==> src/rtl/demux_pkg.sv <==
// Shared definitions for the stream demultiplexer: FSM encoding, channel limit
// and the select range check.
package demux_pkg;

  localparam int MAX_CH = 16;

  typedef enum logic [1:0] {
    IDLE = 2'd0,
    LOCK = 2'd1,
    DROP = 2'd2
  } state_t;

  function automatic logic sel_in_range(input int sel, input int num_ch);
    return (sel < num_ch) && (sel < MAX_CH);
  endfunction

endpackage

==> src/rtl/demux_out_reg.sv <==
// Single-slot output register holding one beat plus the channel it is destined for.
// A load takes priority over a drain, so a slot can be replaced without a bubble.
module demux_out_reg #(
  parameter int DATA_W = 8,
  parameter int SEL_W  = 2
) (
  input  logic              clk,
  input  logic              rst,
  input  logic              load,
  input  logic              drain,
  input  logic [SEL_W-1:0]  load_ch,
  input  logic [DATA_W-1:0] load_data,
  input  logic              load_last,
  output logic              vld,
  output logic [SEL_W-1:0]  ch,
  output logic [DATA_W-1:0] data,
  output logic              last
);

  always_ff @(posedge clk or posedge rst) begin
    if (rst) begin
      vld  <= 1'b0;
      ch   <= '0;
      data <= '0;
      last <= 1'b0;
    end else if (load) begin
      vld  <= 1'b1;
      ch   <= load_ch;
      data <= load_data;
      last <= load_last;
    end else if (drain) begin
      vld <= 1'b0;
    end
  end

endmodule

==> src/rtl/stream_demux_n.sv <==
// Parametrised 1:N packet stream demultiplexer with a registered output slot.
// The destination is locked on the first beat; out-of-range packets are dropped and counted.
module stream_demux_n
  import demux_pkg::*;
#(
  parameter int DATA_W = 8,
  parameter int NUM_CH = 4,
  parameter int SEL_W  = $clog2(NUM_CH),
  parameter int CNT_W  = 8
) (
  input  logic              clk,
  input  logic              rst,
  input  logic              s_valid,
  output logic              s_ready,
  input  logic [DATA_W-1:0] s_data,
  input  logic [SEL_W-1:0]  s_sel,
  input  logic              s_last,
  output logic [NUM_CH-1:0] m_valid,
  input  logic [NUM_CH-1:0] m_ready,
  output logic [DATA_W-1:0] m_data,
  output logic              m_last,
  output logic              drop_pulse,
  output logic [CNT_W-1:0]  drop_cnt
);

  state_t             state;
  state_t             state_next;
  logic [SEL_W-1:0]   lock_ch;
  logic [SEL_W-1:0]   load_ch;
  logic [SEL_W-1:0]   out_ch;
  logic               out_vld;
  logic               drain;
  logic               free;
  logic               load;
  logic               drop;
  logic               sel_ok;

  // Only the ready bit of the channel currently holding the slot matters.
  assign drain  = m_ready[out_ch];
  assign free   = !out_vld || drain;
  assign sel_ok = sel_in_range(int'(s_sel), NUM_CH);

  always_ff @(posedge clk or posedge rst) begin
    if (rst) begin
      state   <= IDLE;
      lock_ch <= '0;
    end else begin
      state <= state_next;
      if (state == IDLE && load) begin
        lock_ch <= s_sel;
      end
    end
  end

  always_comb begin
    state_next = state;
    s_ready    = 1'b0;
    load       = 1'b0;
    drop       = 1'b0;
    load_ch    = s_sel;
    unique case (state)
      IDLE: begin
        if (sel_ok) begin
          s_ready = free;
          load    = s_valid && free;
          if (load && !s_last) begin
            state_next = LOCK;
          end
        end else begin
          s_ready = 1'b1;
          drop    = s_valid;
          if (s_valid && !s_last) begin
            state_next = DROP;
          end
        end
      end
      LOCK: begin
        s_ready = free;
        load    = s_valid && free;
        load_ch = lock_ch;
        if (load && s_last) begin
          state_next = IDLE;
        end
      end
      DROP: begin
        s_ready = 1'b1;
        drop    = s_valid;
        if (s_valid && s_last) begin
          state_next = IDLE;
        end
      end
      default: state_next = IDLE;
    endcase
  end

  demux_out_reg #(
    .DATA_W (DATA_W),
    .SEL_W  (SEL_W)
  ) u_out_reg (
    .clk       (clk),
    .rst       (rst),
    .load      (load),
    .drain     (drain),
    .load_ch   (load_ch),
    .load_data (s_data),
    .load_last (s_last),
    .vld       (out_vld),
    .ch        (out_ch),
    .data      (m_data),
    .last      (m_last)
  );

  always_comb begin
    m_valid = '0;
    if (out_vld) begin
      m_valid[out_ch] = 1'b1;
    end
  end

  // Saturating drop counter; the pulse keeps firing once the count is pinned.
  always_ff @(posedge clk or posedge rst) begin
    if (rst) begin
      drop_pulse <= 1'b0;
      drop_cnt   <= '0;
    end else begin
      drop_pulse <= drop;
      if (drop && drop_cnt != '1) begin
        drop_cnt <= drop_cnt + 1'b1;
      end
    end
  end

endmodule

==> config.mk <==
export PLATFORM = sky130hd
export DESIGN_NAME = stream_demux_n
export DESIGN_NICKNAME = d
export VERILOG_FILES = /design/src/rtl/demux_pkg.sv /design/src/rtl/demux_out_reg.sv /design/src/rtl/stream_demux_n.sv
export SDC_FILE = /design/constraint.sdc
export NUM_CORES = 1
export LEC_CHECK = 0
export BUFFER_PORTS_ARGS = -buffer_cell sky130_fd_sc_hd__buf_2
export CORE_MARGIN = 4
export CORE_UTILIZATION = 39
export CTS_CLUSTER_DIAMETER = 100
export DETAILED_ROUTE_END_ITERATION = 10
export GPL_ROUTABILITY_DRIVEN = 0
export PLACE_DENSITY = 0.73
export REMOVE_ABC_BUFFERS = 1
export SYNTH_ARGS = -nofsm -noshare
export SYNTH_HDL_FRONTEND = slang
export SYNTH_SLANG_ARGS = --single-unit
==> constraint.sdc <==
create_clock -name clk -period 1.58 [get_ports clk]
set_input_delay 0.474 -clock clk [delete_from_list [all_inputs] [get_ports clk]]
set_output_delay 0.474 -clock clk [all_outputs]
set_load 0.01 [all_outputs]
[Word level (Yosys, flattened, before mapping)]
Cells that the tools add are included.
Word-level totals
  register bits after elaboration: 25
  output and inout bits: 23
  word-level logic and storage cells: 46
  input bits: 18
Cells by class
  $lt $le $gt $ge: 2
  eq/ne operators: 6
  $add $sub $neg: 1
  muxes and demuxes: 15
  reduce and logical (&&, ||, !) cells: 14
Operators by type and width (count)
  adder 8 x 1 -> 8 bit, second input constant: 1
  two-way mux 2 bit: 4
  inequality test 8 bit, second input constant: 1
  logical AND 1 bit: 7
  two-way mux 1 bit: 6
  case mux 2 bit (3 select lines): 1
  two-way mux 4 bit: 1
  inequality test 2 bit, second input constant: 2
  less-than comparator 2 x 3 -> 1 bit, second input constant: 1
  AND reduction 3 bit: 1
  binary-select mux 1 bit (select 2 bit): 1
  demux 1 bit (select 2 bit): 1
  == test 2 x 1 -> 1 bit, second input constant: 1
  == test 2 bit, second input constant: 1
  >= comparator 2 x 1 -> 1 bit, second input constant: 1
  zero test 1 bit: 2
  zero test 2 bit: 1
  inequality test 2 x 1 -> 1 bit, second input constant: 1
  case mux 1 bit (2 select lines): 1
  nonzero test 2 bit: 1
  OR reduction 2 bit: 1
  logical OR 1 bit: 1

[Longest topological paths before layout]
Gate-level depths: netlist (run 1).
  depth in word-level cells: 7
  mapped depth: 4
  gate-level depth less buffers: 3

[By module]
From an unflattened synthesis (run 1), not the netlist that was laid out.
Unflattened totals
  cells, all modules: 61
  area total of the unflattened synthesis: 817.0 sq um
Modules (own cells, without submodules)
  demux_out_reg: area each 485.5 sq um, sequential area each 300.3 sq um, times used 1, cells each 27
  stream_demux_n: area each 331.6 sq um, sequential area each 75.1 sq um, times used 1, cells each 34

[Worst setup path before layout (run 1)]
Ideal clock, no wire load.
  path type: flip-flop to flip-flop
  start: reg u_out_reg.ch[0]
  end: reg u_out_reg.ch[0]
  required time: 1.455 ns
  arrival time: 1.440 ns
  setup time: 0.125 ns
  buffers on the path: 1
  clock period less this slack: 1.565 ns
  path slack: 0.015 ns
  cell stages (with the launch flop): 5
  cell sequence: dfrtp_1 mux2i_1 a221o_2 buf_6 mux2_4
Between the ends
  word-level cells in the longest chain between the ends: 5
RTL lines
  from (decl): RTL line demux_out_reg.sv:15  | output logic [SEL_W-1:0] ch,
  from (signal assigned): RTL line demux_out_reg.sv:28  | ch <= load_ch;
  binary-select mux 1 bit (select 2 bit): RTL line stream_demux_n.sv:39  | assign drain = m_ready[out_ch];
  two-way mux 1 bit (not written as such): RTL line stream_demux_n.sv:39
  logical OR 1 bit: RTL line stream_demux_n.sv:40  | assign free = !out_vld || drain;
  logical AND 1 bit: RTL line stream_demux_n.sv:65, stream_demux_n.sv:79
  two-way mux 1 bit
Every way passes these cells. The select of a mux whose other input is x is not followed.
A chain may end at the register's enable or synchronous reset.

[Worst setup path after layout (run 1)]
  start: reg u_out_reg.ch[0]
  end: out s_ready
Between the ends
  word-level cells in the longest chain between the ends: 4
RTL lines
  binary-select mux 1 bit (select 2 bit): RTL line stream_demux_n.sv:39
  two-way mux 1 bit (not written as such): RTL line stream_demux_n.sv:39
  logical OR 1 bit: RTL line stream_demux_n.sv:40
  case mux 1 bit (2 select lines): RTL line stream_demux_n.sv:61  | unique case (state)
  to (decl): RTL line stream_demux_n.sv:14  | output logic s_ready,
Every way passes these cells. The select of a mux whose other input is x is not followed.

==> results.json, run 1 <==
{
  "drc": 0,
  "grt_pass1_wl_um": 2360,
  "fin_area_um2": 1070,
  "r2r_start": "u_out_reg.ch[0]",
  "die_x_um": 52.9,
  "drtIter0Drc": 4,
  "cp.required_ns": 1.11,
  "dieArea_um2": 2790,
  "avgSynthCellArea_um2": 13.5,
  "grt-ovfl-total": 0,
  "io_pins": 41,
  "synth.distinct_cells": 18,
  "slew_headroom_pct": 62.1,
  "cts-root-buf": "clkbuf_4",
  "cts_max_level": 1,
  "dr.pass1.iters": 2,
  "setup_violations": 16,
  "fin_nets": 119,
  "seq_power_share_pct": 34.2,
  "synth_compound_area_share_pct": 3.51,
  "p_leak_uw": 0.000579,
  "yosysSeqAreaShare_pct": 47.8,
  "clock-sinks": 15,
  "slew_viol_final": 0,
  "clk_transition_reported_paths_ns": 0.09,
  "rows": 15,
  "p_sw_share_pct": 32.9,
  "final_cell_mix": "28 x buf_2, 15 x dfrtp_1, 11 x mux2_4",
  "grt_usage_pct": 11.8,
  "clock_skew_ns": 0.00390,
  "grtUsageMet2_pct": 18.0,
  "intPower_uw": 1360,
  "cts_tree": "yes",
  "numCtsBuffers": 3,
  "tightest_slew_ns": 0.567,
  "cap_viol_max_count": 0,
  "synth_fa_ha_area_share_pct": 0,
  "crit_start": "u_out_reg.ch[0]",
  "place_area_um2": 967,
  "p_sw_uw": 669,
  "cp-endpoint": "s_ready",
  "diodes": 0,
  "min_period_ns": 1.85,
  "drive_above_1_share_pct": 67.0,
  "endpoint_kind": "output pin",
  "fmaxAchievable_mhz": 541,
  "timing.final.crit_share_pct": 117,
  "worstSetupPathType": "reg2out",
  "worst_slack_ns": -0.268,
  "synthXorXnorAreaFrac_pct": 0,
  "grt_pass1_vias": 562,
  "max-clock-path-buffers": 2,
  "r2r_cells": 4,
  "hold_path.class": "in2async",
  "initial_core_util_pct": 43.1,
  "ctsHoldBuffers": 0,
  "crit_fanout": 3,
  "pwr-share-comb_pct": 55.0,
  "synthSimpleGateAreaFrac_pct": 7.02,
  "synth_seq_cells": 15,
  "wl_per_cell_um": 12.2,
  "via_per_inst": 4.46,
  "synth_top_area_share_pct": 47.8,
  "final_common_cell": "buf_2",
  "syn_to_final_growth_pct": 36.7,
  "grt_max_degree": 16,
  "antenna_left": 0,
  "dieHeight_um": 52.9,
  "r2r_slack_ns": -0.18,
  "peakVddDrop_uv": 1120,
  "finalCoreUtilization_pct": 58.9,
  "synthCells": 58,
  "io_buffers": 31,
  "wl_um": 1520,
  "place_inst": 118,
  "status": "complete, but fails checks",
  "busiest_layer": "met2",
  "rsz0062_at_grt": "yes",
  "finalHoldViolCount": 0,
  "yosysTopAreaCell": "dfrtp_1",
  "power_per_cell_area_nw_per_um2": 1900,
  "yosys-top-cells-area": "dfrtp_1 48%, mux2_4 17%, buf_4 8.6%",
  "synth.area.mux_share_pct": 29.7,
  "power_frac_clock_pct": 10.8,
  "worstReg2RegEnd": "u_out_reg.data[7]",
  "globalRouteMet3Util_pct": 3.38,
  "violations": "negative setup slack",
  "synth_top_family_by_area": "multiplexers",
  "synthesis.area_um2": 785,
  "dp_hpwl_um": 1150,
  "antenna_found_initial": 0,
  "critPathArrivalTime_ns": 1.37,
  "vias": 558,
  "yosys_warnings": 0,
  "clock_latency_ns": 0.28,
  "stdcell_count": 125,
  "use_met1_pct": 14.4,
  "cp-start-kind": "flop",
  "core_um2": 1820
}
## flip-flops by register name (all words and copies together) (netlist names)
| register | count |
|---|---|
| u_out_reg.ch | 2 |
| u_out_reg.data | 8 |
| state | 1 |
| u_out_reg.last | 1 |
| u_out_reg.vld | 1 |
| lock_ch | 2 |
## critical path, stage by stage (launching register included)
cell     delay, ns
dfrtp_1       0.43
mux2i_2       0.17
buf_4         0.14
a22oi_2       0.18
buf_2         0.17
## metal layers
metal | part of all wire, % | up-vias
met4 | 2.4 | 0
met1 | 43 | 261
met5 | 0 | -
li1 | - | 267
met3 | 8.3 | 4
met2 | 46 | 26
## metrics by stage
stage	hold WS [ns]	setup WS, ns	total power [uW]	TNS, ns
4_1_cts	0.237	-0.245	2000	-2.68
2_1_floorplan	0.375	0.0219	1270	0
6_report	0.226	-0.268	2030	-2.76
3_3_place_gp	0.484	-0.141	1610	-1.42
3_5_place_dp	0.492	-0.191	1630	-2.01
5_1_grt	0.274	-0.314	2170	-3.30
## cell families after synthesis
group / count (synthesis)
buffers and inverters: 13
and+or+nand+nor: 8
DFF: 15
AOI/OAI and AO/OA: 3
muxes: 18
other: 1
## final cells by class
class	count	area, um2
Timing Repair Buffer	40	245
Sequential cell	15	375
Multi-Input combinational cell	38	383
Inverter	3	11.3
Clock buffer	4	26.3
Tap cell	25	31.3
Fill cell	149	748
## worst min-delay path by stage
stage	start	to	slack, ns	depth (start not counted)
floorplan	rst	lock_ch[0]	0.38	1
finish	rst	u_out_reg.data[1]	0.23	2
global placement	lock_ch[0]	lock_ch[0]	0.48	1
CTS	rst	u_out_reg.data[2]	0.24	2
detailed placement	u_out_reg.data[2]	u_out_reg.data[2]	0.49	1
global route	rst	u_out_reg.data[2]	0.27	2
## what timing repair did
| item | CTS | global route |
|---|---|---|
| endpoints found under the setup margin | 18 | 19 |
| pin swaps | 2 | 0 |
| resized for setup | 8 | 5 |
| setup buffers | 3 | 1 |
## cells in the mapped netlist, drive strengths merged
library cell and instances:
a22oi 1, and2b 2, and3 1, mux2 15, a221oi 1, buf 10
nand2b 1, nor2b 1, inv 3, and2 2, dfrtp 15, mux2i 3
a221o 1, conb 1, nand2 1
## power by group through the flow
stage               clock [uW]  combinational (uW)  sequential, uW
floorplan                    0                 530             739
global placement             0                 923             682
detailed placement           0                 946             688
CTS                        225                1080             691
global route               245                1200             720
finish                     220                1120             694
Power figures use the tool's default switching activity.
==> inputs of run 2 (changes only) <==
--- a/config.mk
+++ b/config.mk
@@ -12,4 +12,5 @@
 export DETAILED_ROUTE_END_ITERATION = 10
 export GPL_ROUTABILITY_DRIVEN = 0
+export GPL_TIMING_DRIVEN = 0
 export PLACE_DENSITY = 0.73
 export REMOVE_ABC_BUFFERS = 1
==> constraint.sdc (replaced) <==
create_clock -name clk -period 1.58 [get_ports clk]
set_input_delay 0.474 -clock clk [delete_from_list [all_inputs] [get_ports clk]]
set_output_delay 0.474 -clock clk [all_outputs]
set_load 0.02 [all_outputs]
==> run 2 against run 1 <==
Against the previous run: the flow still finishes with violations (negative setup slack); critical endpoint unchanged; utilization is 2.7 points lower; first-iteration DRC count is 50% lower; highest routed layer is now met3; sequential share of layout area is 1.8 points higher; fmax is 4.7% higher; clock-buffer cell count stayed put; die area did not move; clock skew fell by 0.0037 ns; critical path depth decreased by 1.
==> results.json, run 2 (synthesis results as in run 1) <==
{
  "status": "complete, but fails checks",
  "violations": "negative setup slack",
  "timing.final.crit_share_pct": 112,
  "p_sw_share_pct": 37.3,
  "globalRouteMet3Util_pct": 4.79,
  "largest_reg_flops": 8,
  "die_x_um": 52.9,
  "grt_pass1_vias": 538,
  "diodes": 0,
  "drtIter0Drc": 2,
  "r2r_slack_ns": -0.11,
  "grt_usage_pct": 11.5,
  "clock-sinks": 15,
  "via_per_inst": 4.52,
  "final_cell_mix": "28 x buf_2, 14 x dfrtp_1, 9 x mux2_4, 9 x conb_1, 6 x mux2_2",
  "numCtsBuffers": 3,
  "final.setup.tns_ns": -1.79,
  "cp-endpoint": "s_ready",
  "setup_violations": 17,
  "multi_input_area_um2": 378,
  "dieHeight_um": 52.9,
  "finalHoldViolCount": 0,
  "antenna_found_initial": 0,
  "core_um2": 1820,
  "worst_slack_ns": -0.184,
  "clk_transition_reported_paths_ns": 0.08,
  "use_met1_pct": 13.0,
  "syn_to_final_growth_pct": 30.5,
  "r2r_start": "u_out_reg.ch[0]",
  "clock_skew_ns": 0.000219,
  "clock_latency_ns": 0.27,
  "worstSetupPathType": "reg2out",
  "min_period_ns": 1.76,
  "initial_core_util_pct": 43.1,
  "ctsHoldBuffers": 0,
  "rsz0062_at_grt": "yes",
  "rows": 15,
  "crit_start": "u_out_reg.ch[0]",
  "cp-start-kind": "flop",
  "seq_power_share_pct": 34.3,
  "largest_registers": "u_out_reg.data: 8 flops, lock_ch: 2 flops, u_out_reg.ch: 2 flops",
  "slew_headroom_pct": 64.4,
  "cp.required_ns": 1.11,
  "drc": 0,
  "dieArea_um2": 2790,
  "slew_viol_final": 0,
  "peakVddDrop_uv": 1190,
  "p_leak_uw": 0.000544,
  "power_uw": 2060,
  "grt-ovfl-total": 0,
  "power_frac_clock_pct": 10.0,
  "fin_nets": 114,
  "dr.pass1.iters": 2,
  "seq_area_um2": 377,
  "r2r_cells": 3,
  "cap_viol_max_count": 0,
  "p_sw_uw": 771,
  "fill_cells": 171,
  "busiest_layer": "met2",
  "antenna_left": 0,
  "endpoint_kind": "output pin",
  "intPower_uw": 1290,
  "cts_tree": "yes",
  "fmaxAchievable_mhz": 567,
  "hold_path.class": "in2async",
  "crit_fanout": 4,
  "wl_um": 1440,
  "vias": 542,
  "grtUsageMet2_pct": 20.0,
  "whs_ns": 0.225,
  "wl_per_cell_um": 12.0,
  "drive_above_1_share_pct": 66.3,
  "io_buffers": 31,
  "tightest_slew_ns": 0.533,
  "max-clock-path-buffers": 2,
  "cts-root-buf": "clkbuf_4",
  "grt_max_degree": 16,
  "io_pins": 41,
  "critPathArrivalTime_ns": 1.29,
  "cts_max_level": 1,
  "final_common_cell": "buf_2",
  "grt_pass1_wl_um": 2300,
  "regMostFlops": "u_out_reg.data",
  "power_per_cell_area_nw_per_um2": 2020,
  "worstReg2RegEnd": "u_out_reg.data[2]",
  "pwr-share-comb_pct": 55.7
}
==> run 2: changes by cell type in the layout (fill, tap and decap cells not counted), sizes merged <==
| cell | delta |
|---|---|
| buf | -5 |
==> run 2: routing by layer <==
metal | vias to the layer above | part of all wire, %
li1 | 255 | -
met1 | 262 | 39
met2 | 25 | 53
met3 | 0 | 7.8
met4 | 0 | 0
met5 | - | 0
==> run 2: worst min path at each step <==
| stage | startpoint | to |
|---|---|---|
| after detailed placement | u_out_reg.last | u_out_reg.last |
| after floorplan | rst | lock_ch[0] |
| final | rst | u_out_reg.data[1] |
| after global routing | rst | u_out_reg.data[0] |
| after CTS | rst | u_out_reg.data[1] |
| after global placement | lock_ch[0] | lock_ch[0] |
==> run 2: final cells by class <==
cell class                 instances  share of cell area [%]
tap                               25                    3.06
inverter                           3                    1.10
clock buffer                       4                    2.57
sequential                        15                    36.8
timing repair buffer              35                    19.6
multi-input combinational         38                    36.9
==> run 2: worst max-delay path, stage by stage (launching register included) <==
cell	delay (ns)
dfrtp_2	0.46
mux2i_4	0.21
a22oi_2	0.20
buf_6	0.15
==> run 2: power by group through the flow <==
stage	combinational, uW	sequential [uW]	clock, uW
2_1_floorplan	585	827	0
3_3_place_gp	961	693	0
3_5_place_dp	986	709	0
4_1_cts	1140	713	219
5_1_grt	1240	744	240
6_report	1150	708	206
==> run 2: stage by stage <==
| step | util (%) | area [um2] | instances | worst slack, ns |
|---|---|---|---|---|
| 2_1_floorplan | - | 736 | 56 | 0.0219 |
| 6_report | 56.2 | 1020 | 120 | -0.184 |
| 3_5_place_dp | 50.7 | 922 | 112 | -0.215 |
| 5_1_grt | 56.2 | 1020 | 120 | -0.273 |
| 4_1_cts | 55.9 | 1020 | 120 | -0.208 |
| 3_3_place_gp | 50.7 | 922 | 112 | -0.153 |
==> run 2: timing repair <==
action | CTS | global route
gates cloned | 0 | 0
pin swaps | 1 | 0
buffers inserted | 4 | 0
endpoints found under the setup margin | 17 | 19
resized for setup | 10 | 2
==> inputs of run 3 (changes only) <==
- CORE_UTILIZATION: 39 -> 41
- CTS_BUF_LIST: default -> sky130_fd_sc_hd__clkbuf_4 sky130_fd_sc_hd__clkbuf_8
- PLACE_DENSITY: 0.73 -> 0.77
==> run 3 against run 2 <==
Against the previous run: the flow still finishes with violations (negative setup slack); routed wire length is 5.5% higher; combinational power is 6% higher; register-to-register slack hardly changed; final cell count is 1.7% higher; clock skew is 0.0068 ns higher; sequential share of layout area is 0.93 points lower; first-iteration DRC count is 50% higher; critical path depth stayed put; power is 4.0% higher; flip-flop and latch count stayed put.
==> results.json, run 3 (synthesis results as in run 1) <==
{
  "drive_above_1_share_pct": 71.1,
  "hold_path.class": "in2async",
  "fin_nets": 116,
  "power_uw": 2150,
  "intPower_uw": 1340,
  "dp_hpwl_um": 1100,
  "status": "complete, but fails checks",
  "min_period_ns": 1.77,
  "clk_transition_reported_paths_ns": 0.09,
  "wl_per_cell_um": 12.5,
  "seq_area_um2": 378,
  "grt-ovfl-total": 0,
  "syn_to_final_growth_pct": 34.3,
  "fmaxAchievable_mhz": 566,
  "p_sw_share_pct": 37.7,
  "largest_reg_flops": 8,
  "dp_slack_ns": -0.229,
  "max-clock-path-buffers": 2,
  "clock_skew_ns": 0.00705,
  "wl_met3_um": 159,
  "wl_met1_um": 569,
  "whs_ns": 0.223,
  "peakVddDrop_uv": 1010,
  "violations": "negative setup slack",
  "cts_max_level": 1,
  "power_per_cell_area_nw_per_um2": 2040,
  "initial_core_util_pct": 44.5,
  "worst_slack_ns": -0.186,
  "endpoint_kind": "output pin",
  "slew_headroom_pct": 62.8,
  "cts_tree": "yes",
  "cts-root-buf": "clkbuf_4",
  "r2r_cells": 3,
  "p_sw_uw": 808,
  "grt_pass1_wl_um": 2530,
  "regMostFlops": "u_out_reg.data",
  "core_um2": 1760,
  "drtIter0Drc": 3,
  "drc": 0,
  "diodes": 0,
  "worstReg2RegEnd": "u_out_reg.data[5]",
  "io_buffers": 31,
  "met2WireLength_um": 771,
  "highest_layer": "met4",
  "rsz0062_at_grt": "yes",
  "dieHeight_um": 51.7,
  "slew_viol_final": 0,
  "antenna_found_initial": 0,
  "wl_um": 1520,
  "cp-start-kind": "flop",
  "fill_cells": 164,
  "grt_usage_pct": 12.8,
  "grt_max_degree": 16,
  "rows": 15,
  "final_common_cell": "buf_2",
  "critPathArrivalTime_ns": 1.29,
  "r2r_start": "u_out_reg.ch[0]",
  "place_area_um2": 922,
  "setup_violations": 16,
  "dieArea_um2": 2680,
  "via_per_inst": 4.43,
  "finalHoldViolCount": 0,
  "grt_pass1_vias": 548,
  "clock-sinks": 15,
  "numCtsBuffers": 3,
  "dr.pass1.iters": 3,
  "cp.required_ns": 1.11,
  "die_x_um": 51.7,
  "pwr-share-comb_pct": 56.9,
  "crit_fanout": 4,
  "seq_power_share_pct": 33.0,
  "clock_latency_ns": 0.28,
  "cap_viol_max_count": 0,
  "p_leak_uw": 0.000561,
  "worstSetupPathType": "reg2out",
  "largest_registers": "u_out_reg.data: 8 flops, lock_ch: 2 flops, u_out_reg.ch: 2 flops",
  "tightest_slew_ns": 0.557,
  "ctsHoldBuffers": 0,
  "r2r_slack_ns": -0.11,
  "io_pins": 41,
  "multi_input_area_um2": 387,
  "timing.final.crit_share_pct": 112,
  "power_frac_clock_pct": 10.0,
  "antenna_left": 0,
  "final_cell_mix": "28 x buf_2, 13 x dfrtp_1, 9 x mux2_4, 9 x conb_1",
  "fin_area_um2": 1050,
  "vias": 541
}
[run 3: cell count changes in the layout (fill, tap and decap cells not counted), sizes merged]
cell / before / now
buf: 35 / 37
clkbuf: 4 / 3
clkinv: 0 / 1
[run 3: power groups by stage]
stage / Sequential (uW) / Combinational (uW) / Clock (uW)
2_1_floorplan: 827 / 585 / 0
3_3_place_gp: 693 / 961 / 0
3_5_place_dp: 706 / 978 / 0
4_1_cts: 700 / 1160 / 223
5_1_grt: 740 / 1310 / 245
6_report: 710 / 1220 / 216
[run 3: through the flow]
stage	util, %	TNS [ns]	std cells
4_1_cts	58.0	-1.62	122
3_5_place_dp	52.3	-2.25	112
3_3_place_gp	52.3	-1.21	112
2_1_floorplan	-	0	56
6_report	59.7	-1.68	122
5_1_grt	59.7	-2.50	122
[run 3: final cells by class]
cell class | instances | share of cell area [%]
sequential | 15 | 35.9
tap | 25 | 2.97
inverter | 3 | 1.07
clock inverter | 1 | 0.475
multi-input combinational | 38 | 36.7
clock buffer | 3 | 2.14
timing repair buffer | 37 | 20.8
[run 3: timing repair]
item	in CTS	in global routing
pin swaps	1	1
resized for setup	10	6
setup endpoints to repair	16	18
setup buffers	6	0
[run 3: worst max path at each step]
stage,start,endpoint,slack [ns]
5_1_grt,u_out_reg.ch[0],s_ready,-0.24
4_1_cts,u_out_reg.ch[0],s_ready,-0.21
2_1_floorplan,u_out_reg.ch[0],u_out_reg.ch[0],0.02
6_report,u_out_reg.ch[0],s_ready,-0.19
3_5_place_dp,m_ready[1],u_out_reg.data[1],-0.23
3_3_place_gp,m_ready[3],u_out_reg.data[0],-0.14
[run 3: routing by layer]
| layer | up-vias | GRT usage [%] |
|---|---|---|
| li1 | 256 | - |
| met5 | - | 0 |
| met3 | 2 | 5.73 |
| met2 | 29 | 21.2 |
| met1 | 254 | 14.1 |
| met4 | 0 | 5.68 |
[run 3: critical path, cell delays in order (launching register included)]
cell and delay (ns):
dfrtp_2 0.44, mux2i_2 0.29, a22oi_2 0.13, buf_6 0.15
